$ cat src/rtl/masked_subbytes_seq.sv
// Masked SubBytes sequencer: one shared byte per cycle into the sbox; DonexSO at cycle NBYTES+SBOX_LATENCY+1 after Start.
// No backpressure: the sbox pipeline accepts a byte every cycle and Start is only honoured in IDLE.
module masked_subbytes_seq #(
  parameter int SHARES       = 2,
  parameter int NBYTES       = 16,
  parameter int SBOX_LATENCY = 4
) (
  input  logic                         ClkxCI,
  input  logic                         RstxBI,
  input  logic                         StartxSI,
  input  logic [8*NBYTES*SHARES-1:0]   _StatexDI,
  output logic [8*SHARES-1:0]          _SboxInxDO,
  input  logic [8*SHARES-1:0]          _SboxOutxDI,
  output logic                         RndEnxSO,
  output logic                         BusyxSO,
  output logic                         DonexSO,
  output logic [8*NBYTES*SHARES-1:0]   _StatexDO
);

  localparam int CW = (NBYTES > 1) ? $clog2(NBYTES) : 1;
  localparam logic [CW-1:0] LastIdx = CW'(NBYTES - 1);

  typedef enum logic [1:0] {IDLE, FEED, DRAIN, DONE} stateT;

  stateT                       StatexDP;
  logic [CW-1:0]               FeedCntxDP;
  logic [CW-1:0]               CaptCntxDP;
  logic [SBOX_LATENCY-1:0]     ValidxDP;
  logic [SBOX_LATENCY-1:0]     ValidNxtxD;
  logic [8*NBYTES*SHARES-1:0]  InRegxDP;
  logic [8*NBYTES*SHARES-1:0]  ResRegxDP;
  logic                        CaptxS;

  // One token per fed byte; the tail marks the byte now leaving the sbox.
  assign CaptxS     = ValidxDP[SBOX_LATENCY-1];
  assign ValidNxtxD = (ValidxDP << 1) | SBOX_LATENCY'(StatexDP == FEED);
  assign _StatexDO  = ResRegxDP;

  // Each share reads only its own byte lane; shares are never combined.
  always_comb begin
    _SboxInxDO = '0;
    if (StatexDP == FEED) begin
      for (int i = 0; i < SHARES; i++) begin
        _SboxInxDO[i*8 +: 8] = InRegxDP[i*8*NBYTES + int'(FeedCntxDP)*8 +: 8];
      end
    end
  end

  always_ff @(posedge ClkxCI or negedge RstxBI) begin
    if (!RstxBI) begin
      StatexDP   <= IDLE;
      FeedCntxDP <= '0;
      CaptCntxDP <= '0;
      ValidxDP   <= '0;
      InRegxDP   <= '0;
      ResRegxDP  <= '0;
      RndEnxSO   <= 1'b0;
      BusyxSO    <= 1'b0;
      DonexSO    <= 1'b0;
    end else begin
      ValidxDP <= ValidNxtxD;
      case (StatexDP)
        IDLE: begin
          if (StartxSI) begin
            StatexDP   <= FEED;
            InRegxDP   <= _StatexDI;
            FeedCntxDP <= '0;
            CaptCntxDP <= '0;
            BusyxSO    <= 1'b1;
            RndEnxSO   <= 1'b1;
          end
        end
        FEED, DRAIN: begin
          RndEnxSO <= |ValidNxtxD;
          if (StatexDP == FEED) begin
            if (FeedCntxDP == LastIdx) begin
              StatexDP <= DRAIN;
            end else begin
              FeedCntxDP <= FeedCntxDP + CW'(1);
            end
          end
          if (CaptxS) begin
            // The sbox omits the affine constant; it belongs to share 0 only.
            for (int i = 0; i < SHARES; i++) begin
              ResRegxDP[i*8*NBYTES + int'(CaptCntxDP)*8 +: 8] <=
                _SboxOutxDI[i*8 +: 8] ^ ((i == 0) ? 8'h63 : 8'h00);
            end
            if (CaptCntxDP == LastIdx) begin
              StatexDP <= DONE;
              BusyxSO  <= 1'b0;
              DonexSO  <= 1'b1;
              RndEnxSO <= 1'b0;
            end else begin
              CaptCntxDP <= CaptCntxDP + CW'(1);
            end
          end
        end
        DONE: begin
          StatexDP <= IDLE;
          DonexSO  <= 1'b0;
        end
        default: StatexDP <= IDLE;
      endcase
    end
  end

endmodule
$ cat config.mk
export PLATFORM = sky130hd
export DESIGN_NAME = masked_subbytes_seq
export DESIGN_NICKNAME = d
export VERILOG_FILES = /design/src/rtl/masked_subbytes_seq.sv
export SDC_FILE = /design/constraint.sdc
export NUM_CORES = 1
export LEC_CHECK = 0
export CAP_MARGIN = 20
export CORE_UTILIZATION = 45
export CTS_CLUSTER_SIZE = 40
export DETAILED_ROUTE_END_ITERATION = 6
export PLACE_DENSITY_LB_ADDON = 0.1
export SLEW_MARGIN = 15
export SYNTH_ARGS = -nofsm -noshare
export SYNTH_HDL_FRONTEND = slang
export SYNTH_SLANG_ARGS = --single-unit
$ cat constraint.sdc
create_clock -name ClkxCI -period 3.2 [get_ports ClkxCI]
set_input_delay 0.64 -clock ClkxCI [delete_from_list [all_inputs] [get_ports ClkxCI]]
set_output_delay 0.64 -clock ClkxCI [all_outputs]
set_load 0.03 [all_outputs]
==> summary.md <==
## Outcome
* **status** finished clean

## Timing
* **actual slew at the worst max-slew pin** 0.828 ns
* **final setup fails** 0
* **Max-Slew Margin vs Limit** 44.4%
* **Max Fclk** 0.320 GHz
* **largest clock skew in the final design** 0.0307 ns
* **hold violation total from the final report** 0
* **ratio of final minimum period to clock period** 97.7%
* **final critical path time including I/O delays and setup** 3.13 ns
* **post-route worst setup slack** 0.0748 ns
* **Final Max Tran Viols** 0
* **setup_tns** 0 ns

## Logic synthesis
* **post-synthesis instance area** 23500 um2
* **sequential cell area fraction in the yosys report** 56.4%
* **synthesized netlist cell count** 1759
* **count of unique library cells instantiated by Yosys** 64
* **synth top area cells** dfrtp_1 (56%), mux2_2 (17%), mux4_2 (6.1%)
* **top-area cell type share of the netlist area** 56.4%
* **Syn Nets** 2047
* **register bit count reported by yosys** 529
* **number of flops mapped to enable cells by yosys** 0
* **primary flip-flop cell chosen by synthesis mapping** dfrtp_1
* **count of warnings emitted by yosys** 0
* **asr flop ratio synth** 100%
* **Mean Syn Cell Area** 13.3 um2
* **cell accounting for the most synthesized area** dfrtp_1

## Critical path
* **path type of the worst setup path** flop to output port
* **delay of the slowest cell on the worst path** 0.52 ns
* **Critical Path Start Type** flop
* **top cell family by delay on the critical path** multiplexers
* **data required time at the worst endpoint** 2.56 ns
* **kind of capture point of the worst setup path** output port
* **minimum setup slack among reg-to-reg paths** 0.22 ns
* **top fanout value on the critical path** 15
* **worst path arrival time** 2.49 ns
* **CP Buf/Inv Count** 2
* **master of the slowest instance on the critical path** mux4_2
* **cells along the critical path** buf_12 > mux4_2 > mux2i_2 > o22ai_1 > clkdlybuf4s15_2

## Place
* **global placement routability congestion** 0.895
* **number of input and output port buffers inserted** 549
* **half-perimeter wire length after detailed placement** 57600 um
* **count of placed standard cells including taps** 2967
* **setup slack at placement** 0.157 ns

## Route
* **Initial DRT Pass Iterations** 5
* **routed wirelength normalized by instance count** 24.7 um
* **post-detailed-route count of antenna-violating nets** 0
* **drt drc** 0
* **total wire length after detailed routing** 76300 um
* **count of routing violations after the opening detailed-route iteration** 1184
* **routed vias** 17421
* **via-per-instance ratio** 5.65

## Clock tree
* **clock buffer count from CTS** 56
* **Longest Clk Path Bufs** 3
* **Clk pin slew, worst setup/hold paths** 0.06 ns
* **total number of clock tree sinks** 529
* **clock tree from TritonCTS** built
* **worst-skew pair later-pin latency** 0.63 ns
* **CTS root buf** clkbuf_16
* **H-tree levels** 2

## Finish
* **Area Growth Syn to Fin** 37.7%
* **nets@finish** 2646
* **number of fill cells in the layout** 4005
* **layout cells sized above 1** 27.7%
* **count of placed standard cells in the final layout, fillers left out** 3082

## Power and ir drop
* **total power per unit cell area** 1060 nW/um2
* **combinational group share of total power** 48.0%
* **Cell Int Power** 21000 uW
* **register share of total power** 33.5%
* **leakage power of the design** 0.0138 uW
* **switch share** 38.8%
* **peak ir drop on the vdd network** 0.731 mV
* **clock group share of total power** 18.5%
* **switching power summed over all nets** 13300 uW

## Global route
* **number of global-route vias before repair** 18349
* **wire length of the first global-routing pass** 114000 um
* **total track usage** 28.9%
* **residual overflow from global routing** 0
* **maximum number of pins on one net before global-route repair** 107
* **initial antenna violation count** 23

## Die
* **effective utilization at floorplan** 45.7%
* **die outline area** 53100 um2
* **die height** 230 um
* **area of the core** 51400 um2
* **horizontal die dimension** 230 um
* **I/O pin cnt** 550
* **std cell rows** 83

## Run
* **Max Cap Violations** 0

## Worst hold path
* **min-delay worst type** flop to flop

==> logic make-up after synthesis <==
group	after synthesis	share of synthesized area, %
compound gates	278	8.31
xor+xnor	2	0.155
fa+ha+maj	13	0.693
buf+inv	171	2.88
flops	529	56.4
mux	471	25.4
simple gates	295	6.22
==> through the flow <==
step           hold slack [ns]  total power, uW  util (%)  area (um2)
6_report                 0.366            34300      62.9       32300
2_1_floorplan            0.344            21000         -       23500
5_1_grt                  0.378            35900      62.9       32300
3_3_place_gp             0.361            27200      58.9       30300
4_1_cts                  0.372            34400      62.8       32300
3_5_place_dp             0.366            27600      58.9       30300
==> flip-flops by register name (all words and copies together) (netlist names) <==
signal      cells
InRegxDP      256
_StatexDO     256
CaptCntxDP      4
FeedCntxDP      4
ValidxDP        4
StatexDP        2
BusyxSO         1
DonexSO         1
RndEnxSO        1
==> synthesized netlist by cell type (23+ instances only) <==
| master | instances |
|---|---|
| clkbuf_1 | 94 |
| mux2_2 | 353 |
| o21ai_0 | 52 |
| inv_1 | 51 |
| mux2i_1 | 54 |
| o22ai_1 | 47 |
| nor2_1 | 44 |
| nand2_1 | 107 |
| a21oi_1 | 30 |
| mux4_2 | 64 |
| a22oi_1 | 24 |
| nor3_1 | 23 |
| dfrtp_1 | 529 |
| o31ai_1 | 23 |
| nand3_1 | 31 |
==> metal layers <==
layer,global-route usage [%],up-vias,wire length [um]
met3,6.44,173,5360
met4,11.7,28,2990
met1,34.5,8860,29000
met5,0,-,178
met2,50.4,668,38800
li1,-,7692,-
==> power by group through the flow <==
stage          logic, uW  clock network (uW)  registers, uW
2_1_floorplan       7670                   0          13300
3_3_place_gp       15800                   0          11500
3_5_place_dp       16000                   0          11600
4_1_cts            16500                6460          11500
5_1_grt            17400                6700          11800
6_report           16500                6350          11500
==> layout make-up <==
cell class | instances | area [um2] | area share, %
Tap cell | 680 | 851 | 2.63
Timing Repair Buffer | 660 | 6500 | 20.1
Multi-Input combinational cell | 1059 | 9760 | 30.2
Antenna cell | 8 | 20.0 | 0.0619
Clock buffer | 85 | 1650 | 5.11
Inverter | 52 | 195 | 0.604
Clock inverter | 9 | 114 | 0.352
Sequential cell | 529 | 13200 | 41.0
==> cells in the final DEF (no fill, tap or decap), drive strengths merged, types with 17 or more instances in the layout <==
| cell | n |
|---|---|
| nand3 | 31 |
| o31ai | 23 |
| mux4 | 64 |
| o22ai | 47 |
| dfrtp | 529 |
| nor2 | 44 |
| and2 | 19 |
| nor3 | 25 |
| mux2 | 353 |
| buf | 125 |
| clkbuf | 85 |
| mux2i | 54 |
| clkdlybuf4s50 | 532 |
| inv | 53 |
| o22a | 17 |
| a22o | 20 |
| nand2 | 107 |
| o21ai | 55 |
| a22oi | 24 |
| a21oi | 31 |
==> what timing repair did <==
| action | in CTS | in global routing |
|---|---|---|
| hold buffers | 1 | 0 |
| endpoints found under the hold margin | 57 | 0 |
| resized for setup | 81 | 9 |
| endpoints found under the setup margin | 16 | 9 |
| cloned | 2 | 0 |
| pin swaps | 1 | 0 |
| setup buffers | 6 | 5 |
==> worst paths after layout <==
kind | start | end | depth (start not counted)
max in group asynchronous | RstxBI | InRegxDP[63]$_DFFE_PN0P_ | 4
min in group asynchronous | RstxBI | _StatexDO[38]$_DFFE_PN0P_ | 2
hold / removal | ValidxDP[2]$_DFF_PN0_ | ValidxDP[3]$_DFF_PN0_ | 0
setup reg to reg | StatexDP[0]$_DFFE_PN0P_ | _StatexDO[82]$_DFFE_PN0P_ | 6
setup / recovery | FeedCntxDP[0]$_DFFE_PN0P_ | _SboxInxDO[3] | 5
hold reg to reg | ValidxDP[2]$_DFF_PN0_ | ValidxDP[3]$_DFF_PN0_ | 0
No activity file was read; power rests on OpenSTA's default activity.
